===== src/rtl/prog_counter_gen2_pkg.sv =====
// prog_counter_pkg: mode encodings and one-shot FSM states for prog_counter_gen2
package prog_counter_pkg;
    localparam logic [1:0] MODE_WRAP    = 2'b00;
    localparam logic [1:0] MODE_SAT     = 2'b01;
    localparam logic [1:0] MODE_ONESHOT = 2'b10;
    typedef enum logic {ST_RUN, ST_DONE} state_t;
endpackage


===== src/rtl/prog_counter_gen2_if.sv =====
// prog_counter_gen2_if: control inputs and status outputs of the counter core
interface prog_counter_gen2_if #(parameter int WIDTH = 8, parameter int PRESC_W = 4);
    logic               en;
    logic               load;
    logic [WIDTH-1:0]   load_val;
    logic               dir;
    logic [1:0]         mode;
    logic [WIDTH-1:0]   limit;
    logic [PRESC_W-1:0] presc;
    logic [WIDTH-1:0]   cmp_val;
    logic               oe;
    logic [WIDTH-1:0]   count_out;
    logic               tc;
    logic               cmp_match;
    logic               done;
    modport master (
        output en, load, load_val, dir, mode, limit, presc, cmp_val, oe,
        input  count_out, tc, cmp_match, done
    );
    modport slave (
        input  en, load, load_val, dir, mode, limit, presc, cmp_val, oe,
        output count_out, tc, cmp_match, done
    );
endinterface


===== src/rtl/prog_counter_gen2_prescaler.sv =====
// prog_prescaler: divides enabled cycles by presc+1 into single-cycle ticks
module prog_prescaler #(parameter int PRESC_W = 4) (
    input  logic               clk,
    input  logic               rst,
    input  logic               en,
    input  logic               clr,
    input  logic [PRESC_W-1:0] presc,
    output logic               tick
);
    logic [PRESC_W-1:0] r_pcnt;
    assign tick = en && !clr && (r_pcnt == presc);
    always_ff @(posedge clk) begin
        if (rst || clr) r_pcnt <= '0;
        else if (en) r_pcnt <= tick ? '0 : r_pcnt + PRESC_W'(1);
    end
endmodule


===== src/rtl/prog_counter_gen2.sv =====
// prog_counter_gen2: prescaled up/down counter with limit, wrap/saturate/one-shot
// modes, terminal-count pulse and compare flag
module prog_counter_gen2
    import prog_counter_pkg::*;
#(
    parameter int WIDTH   = 8,
    parameter int PRESC_W = 4
) (
    input logic               clk,
    input logic               rst,
    prog_counter_gen2_if.slave bus
);
    logic [WIDTH-1:0] r_cnt, w_cnt_nxt;
    state_t           r_state, w_state_nxt;
    logic             r_tc, w_pre_tick, w_tick, w_term, w_run_tick;

    prog_prescaler #(.PRESC_W(PRESC_W)) u_presc (
        .clk   (clk),
        .rst   (rst),
        .en    (bus.en),
        .clr   (bus.load),
        .presc (bus.presc),
        .tick  (w_pre_tick)
    );

    assign w_tick     = w_pre_tick && !bus.load;
    assign w_term     = bus.dir ? (r_cnt >= bus.limit) : (r_cnt == '0);
    assign w_run_tick = w_tick && (r_state == ST_RUN);

    // Ticks arriving in DONE are dropped; leaving DONE on a mode change costs one edge
    always_comb begin
        w_cnt_nxt   = r_cnt;
        w_state_nxt = r_state;
        if (r_state == ST_DONE) w_state_nxt = (bus.mode != MODE_ONESHOT) ? ST_RUN : ST_DONE;
        else if (w_run_tick && w_term && bus.mode == MODE_ONESHOT) w_state_nxt = ST_DONE;
        if (w_run_tick && !w_term) w_cnt_nxt = bus.dir ? r_cnt + WIDTH'(1) : r_cnt - WIDTH'(1);
        else if (w_run_tick && bus.mode != MODE_SAT && bus.mode != MODE_ONESHOT) w_cnt_nxt = bus.dir ? '0 : bus.limit;
    end

    always_ff @(posedge clk) begin
        if (rst) begin
            r_cnt   <= '0;
            r_tc    <= 1'b0;
            r_state <= ST_RUN;
        end else if (bus.load) begin
            r_cnt   <= bus.load_val;
            r_tc    <= 1'b0;
            r_state <= ST_RUN;
        end else begin
            r_cnt   <= w_cnt_nxt;
            r_tc    <= w_run_tick && w_term;
            r_state <= w_state_nxt;
        end
    end

    assign bus.count_out = bus.oe ? r_cnt : '0;
    assign bus.tc        = r_tc;
    assign bus.cmp_match = (r_cnt == bus.cmp_val);
    assign bus.done      = (r_state == ST_DONE);
endmodule


===== src/flat_wrapper.sv =====
// flat-port wrapper written by rule: the top's interface ports become plain ports
module prog_counter_gen2_flat import prog_counter_pkg::*;
#(
    parameter int WIDTH   = 8,
    parameter int PRESC_W = 4
)
  (clk, rst, bus_en, bus_load, bus_load_val, bus_dir, bus_mode, bus_limit, bus_presc, bus_cmp_val, bus_oe, bus_count_out, bus_tc, bus_cmp_match, bus_done);
  prog_counter_gen2_if #(.WIDTH(WIDTH), .PRESC_W(PRESC_W)) bus_i ();
  input logic clk;
  input logic rst;
  input wire logic [$bits(bus_i.en)-1:0] bus_en;
  input wire logic [$bits(bus_i.load)-1:0] bus_load;
  input wire logic [$bits(bus_i.load_val)-1:0] bus_load_val;
  input wire logic [$bits(bus_i.dir)-1:0] bus_dir;
  input wire logic [$bits(bus_i.mode)-1:0] bus_mode;
  input wire logic [$bits(bus_i.limit)-1:0] bus_limit;
  input wire logic [$bits(bus_i.presc)-1:0] bus_presc;
  input wire logic [$bits(bus_i.cmp_val)-1:0] bus_cmp_val;
  input wire logic [$bits(bus_i.oe)-1:0] bus_oe;
  output wire logic [$bits(bus_i.count_out)-1:0] bus_count_out;
  output wire logic [$bits(bus_i.tc)-1:0] bus_tc;
  output wire logic [$bits(bus_i.cmp_match)-1:0] bus_cmp_match;
  output wire logic [$bits(bus_i.done)-1:0] bus_done;
  assign bus_i.en = bus_en;
  assign bus_i.load = bus_load;
  assign bus_i.load_val = bus_load_val;
  assign bus_i.dir = bus_dir;
  assign bus_i.mode = bus_mode;
  assign bus_i.limit = bus_limit;
  assign bus_i.presc = bus_presc;
  assign bus_i.cmp_val = bus_cmp_val;
  assign bus_i.oe = bus_oe;
  assign bus_count_out = bus_i.count_out;
  assign bus_tc = bus_i.tc;
  assign bus_cmp_match = bus_i.cmp_match;
  assign bus_done = bus_i.done;
  prog_counter_gen2 #(.WIDTH(WIDTH), .PRESC_W(PRESC_W)) u_core (.clk(clk), .rst(rst), .bus(bus_i));
endmodule

===== config.mk =====
export PLATFORM = sky130hd
export DESIGN_NAME = prog_counter_gen2_flat
export DESIGN_NICKNAME = d
export VERILOG_FILES = /design/src/rtl/prog_counter_gen2_pkg.sv /design/src/rtl/prog_counter_gen2_if.sv /design/src/rtl/prog_counter_gen2_prescaler.sv /design/src/rtl/prog_counter_gen2.sv /design/src/flat_wrapper.sv
export SDC_FILE = /design/constraint.sdc
export NUM_CORES = 1
export LEC_CHECK = 0
export CORE_MARGIN = 2
export CORE_UTILIZATION = 51
export DETAILED_ROUTE_END_ITERATION = 10
export PLACE_DENSITY = 0.87
export SYNTH_ARGS = -nofsm -noshare
export SYNTH_HDL_FRONTEND = slang
export SYNTH_SLANG_ARGS = --single-unit

===== constraint.sdc =====
create_clock -name clk -period 4.7 [get_ports clk]
set_input_delay 1.175 -clock clk [delete_from_list [all_inputs] [get_ports clk]]
set_output_delay 1.175 -clock clk [all_outputs]
set_load 0.02 [all_outputs]

After elaboration in Yosys (flattened, before gate mapping):

Cells that the tools add are included.
Widths: inputs -> output; s select.

* add/subtract/negate cells: 3
* multiply operators: 0
* divide/modulo/power cells: 0
* order comparisons: 1
* eq/ne operators: 5
* shifts and indexed selects: 0
* muxes and demuxes: 11
* bitwise operators: 1
* reductions and logical operators: 15

Operators by type and width (count)
* $mux 8: 6
* $logic_and 1x1->1: 9
* $add 8x1->8 const B: 1
* $eq 8x8->1: 1
* $ge 8x8->1: 1
* $logic_not 8->1: 1
* $sub 8x1->8 const B: 1
* $add 4x1->4 const B: 1
* $eq 4x4->1: 1
* $mux 1: 4
* $mux 4: 1
* $reduce_bool 3->1: 1
* $eq 2x2->1 const B: 1
* $logic_not 1->1: 2
* $ne 2x1->1 const B: 1
* $ne 2x2->1 const B: 1
* $reduce_or 2->1: 1
* $logic_or 1x1->1: 1
* $not 1->1: 1

* bits in registers: 14
* bits in latches: 0
* memory bits (writable): 0
* ROM bits: 0
* bits of input ports: 36
* logic and storage cells: 40
* memories: 0

Logic depth before layout (Yosys ltp):

* depth in word-level cells: 10
* gate-level depth with buffers: 9
* mapped depth without buffers: 8

Modules after synthesis:

A second synthesis with hierarchy kept.

* cells, all modules: 185
* area, all modules: 1507.7 um^2

By module, submodules not included
* prog_counter_gen2: times used 1, cells each 162, area an instance 1268.7 um^2, sequential area each 200.2 um^2
* prog_prescaler: times used 1, cells each 23, area an instance 239.0 um^2, sequential area each 80.1 um^2

Worst setup path after synthesis:

OpenSTA, ideal clock, no wires.

* path type: input to register
* from: input port bus_dir
* to: register u_core.r_cnt[7]
* arrival: 2.868 ns
* required time: 4.599 ns
* path slack: 1.731 ns
* stages: 9
* cell sequence: buf_4 inv_2 ha_1 a211oi_1 o31ai_1 o31ai_1 xnor2_1 a221oi_1 o41ai_1

* word-level cells in the longest chain between the ends: 5
* elaborated cells on any way between the ends: 9
* classes of those cells: mux (6); reduce/logical (3)

Ends and longest elaborated chain
* start: declaration: RTL line flat_wrapper.sv:14 `input wire logic [$bits(bus_i.dir)-1:0] bus_dir;`
* $mux 1: RTL line prog_counter_gen2.sv:27 `assign w_term = bus.dir ? (r_cnt >= bus.limit) : (r_cnt == '0);`
* $logic_not 1->1: RTL line prog_counter_gen2.sv:36 `if (w_run_tick && !w_term) w_cnt_nxt = bus.dir ? r_cnt + WIDTH'(1) : r_cnt - WIDTH'(1);`
* $logic_and 1x1->1: RTL line prog_counter_gen2.sv:36
* $mux 8: RTL line prog_counter_gen2.sv:36
* $mux 8: RTL line prog_counter_gen2.sv:45 `end else if (bus.load) begin`
* end signal: assignment: RTL line prog_counter_gen2.sv:46 `r_cnt <= bus.load_val;`
* end signal: assignment: RTL line prog_counter_gen2.sv:50 `r_cnt <= w_cnt_nxt;`
* end: declaration: RTL line prog_counter_gen2.sv:13 `logic [WIDTH-1:0] r_cnt, w_cnt_nxt;`

Several ways; a longest one is shown, not always the timed one. The select of a mux whose other input is x is not followed.
A chain may end at the register's enable or synchronous reset.

Worst setup path in the final report:

* from: input port bus_cmp_val[4]
* to: output port bus_cmp_match

* word-level cells in the longest chain between the ends: 1

Ends and longest elaborated chain
* start: declaration: RTL line flat_wrapper.sv:18 `input wire logic [$bits(bus_i.cmp_val)-1:0] bus_cmp_val;`
* $eq 8x8->1: RTL line prog_counter_gen2.sv:58 `assign bus.cmp_match = (r_cnt == bus.cmp_val);`
* end: declaration: RTL line flat_wrapper.sv:22 `output wire logic [$bits(bus_i.cmp_match)-1:0] bus_cmp_match;`

No other way between the ends.

==> impl_metrics.ini <==
[clock_tree]
clockBufferDepth = 2
htree_levels = 1
clk_pin_slew_ns = 0.09
tritoncts = done
cts_hold_buf = 0
clk_latency_ns = 0.30
cts_buffers = 3
post_cts_buffers = 0
root_buffer = clkbuf_4
numClockSinks = 14
cts.repair.resized = 0

[logic_synthesis]
ys_types = 49
syn_area_um2 = 1510
postSynthCellCount = 180
synthArstFlopShare_pct = 0
yosysWarnings = 0
avgSynthCellArea_um2 = 8.37
synth_edf_count = 0
synth-seq-area-share_pct = 18.6
ys.flop_type = dfxtp_1
synth_nets = 232
synth_seq_cells = 14

[global_route]
met1_usage_pct = 34.0
grt_max_degree = 28
overflow = 0
grt_use_met3_pct = 3.08
grt_use_met2_pct = 46.7
grt_pass1_vias = 1495
grt_pass1_wl_mm = 6.91
track_usage_pct = 26.7
antenna_found_initial = 0
busiest_layer = met2

[sta]
tns_ns = 0
hold_slack_ns = 0.587
fin_skew_ns = 0.0102
fmax_mhz = 264
relSlewSlack_pct = 34.2
period_minus_slack_ns = 3.79
rsz0062_at_grt = false
tightest_slew_ns = 0.973
setup_viol = 0
report.final.slew_viol_count = 0
hold_violations = 0
post-route-period-util_pct = 80.6

[pwr]
p_leak_nw = 0.794
ir_drop_mv = 0.174
powerDensity_nw_per_um2 = 187

[finish]
multi_input_area_um2 = 1150
fill_cells = 226
seqCellArea_um2 = 280
antennaDiodeCount = 0
nets = 279
area_growth_pct = 35.0
final_cell_mix = 46 x clkdlybuf4s50_1, 15 x ha_1, 14 x dfxtp_1, 13 x xnor2_1
drive_gt1_share_pct = 7.96
final_common_cell = clkdlybuf4s50_1

[placed_design]
gp_congestion = 0.916
numPortBuffers = 46
detailed_place_hpwl_mm = 3.41

[routing]
dr.pass1.iters = 4
vias_per_cell = 5.99
routed_wl_mm = 4.25
antenna_left = 0
drt_iter0_markers = 37
drc = 0
num_vias = 1540
wire_per_inst_um = 16.5

[die]
initial_core_util_pct = 54.2
num_io_pins = 47
die_area_um2 = 3400
num_rows = 19
dieHeight_um = 58.4
coreArea_um2 = 2780
die_w_um = 58.4

[worst_setup_path]
arrival_ns = 2.61
cp_data_required_time_ns = 3.52
start_kind = primary input
crit_path_end_kind = output port
crit_type = primary input to output port
worstPathMaxFanout = 1

[worst_hold_path]
min_path_type = register to register

[flow_run]
maxCapViolCount = 0

[outcome]
status = finished, final reports clean
sequential cells by signal, indices dropped and copies added, names as in the netlist:
signal                 flops
u_core.bus.tc              1
u_core.u_presc.r_pcnt      4
u_core.bus.done            1
u_core.r_cnt               8
final cells by class:
| cell class | count | area share (%) |
|---|---|---|
| inverters | 11 | 2.03 |
| flip-flops and latches | 14 | 13.8 |
| multi-input cells | 148 | 56.7 |
| well taps | 31 | 1.91 |
| repair buffers | 49 | 23.8 |
| clock buffers | 4 | 1.78 |
synthesized netlist by cell type, types with 4 or more instances:
cell | count | area (um2)
and2_1 | 10 | 62.6
nand2_1 | 11 | 41.3
ha_1 | 15 | 188
nor2_1 | 10 | 37.5
nor3_1 | 11 | 55.1
inv_1 | 9 | 33.8
clkbuf_1 | 5 | 18.8
o21ai_0 | 4 | 20.0
xnor2_1 | 13 | 114
a21oi_1 | 7 | 35.0
xor2_1 | 8 | 70.1
a211oi_1 | 6 | 45.0
or4b_1 | 5 | 50.1
dfxtp_1 | 14 | 280
critical path, stage by stage:
cell and delay [ns]:
clkdlybuf4s50_1 0.48, xnor2_1 0.12, nand4_1 0.12, nor2_1 0.12, clkdlybuf4s50_1 0.60
final timing paths:
kind / endpoint / depth (start not counted) / slack, ns / from
worst max-delay path: bus_cmp_match / 5 / 0.91 / bus_cmp_val[4]
worst min-delay path: u_core.bus.done / 2 / 0.59 / u_core.bus.done
worst max register to register: u_core.r_cnt[2] / 8 / 1.99 / u_core.r_cnt[0]
worst min register to register: u_core.bus.done / 2 / 0.59 / u_core.bus.done
per-stage QoR:
stage               util, %  setup WS [ns]  cells  area [um2]  total power, mW
floorplan                 -           1.73    180        1510            0.231
global placement       71.8          0.945    253        2000            0.285
detailed placement     71.8          0.899    253        2000            0.292
CTS                    73.1          0.894    257        2030            0.381
global route           73.1          0.847    257        2030            0.402
finish                 73.1          0.912    257        2030            0.381
metal layers:
| layer | part of all wire, % | wire (um) | up-vias |
|---|---|---|---|
| li1 | - | - | 758 |
| met1 | 41 | 1760 | 725 |
| met2 | 51 | 2160 | 52 |
| met3 | 6.3 | 266 | 5 |
| met4 | 1.5 | 65 | 0 |
| met5 | 0 | 0 | - |
cells by family after synthesis:
logic type	after synthesis	synth area share (%)
and+or+nand+nor	66	27.2
adders and majority gates	16	13.8
DFF	14	18.6
buffers and inverters	18	4.82
AOI/OAI and AO/OA	44	22.8
muxes	1	0.664
xor gates and xnor gates	21	12.2
where the power goes:
group	leakage (nW)	internal [mW]	switching [mW]
logic	0.659	0.0813	0.0724
clock network	0.0210	0.0473	0.0420
registers	0.115	0.124	0.0142
total	0.794	0.252	0.129
Note: power is estimated with default switching activity, not from simulation.
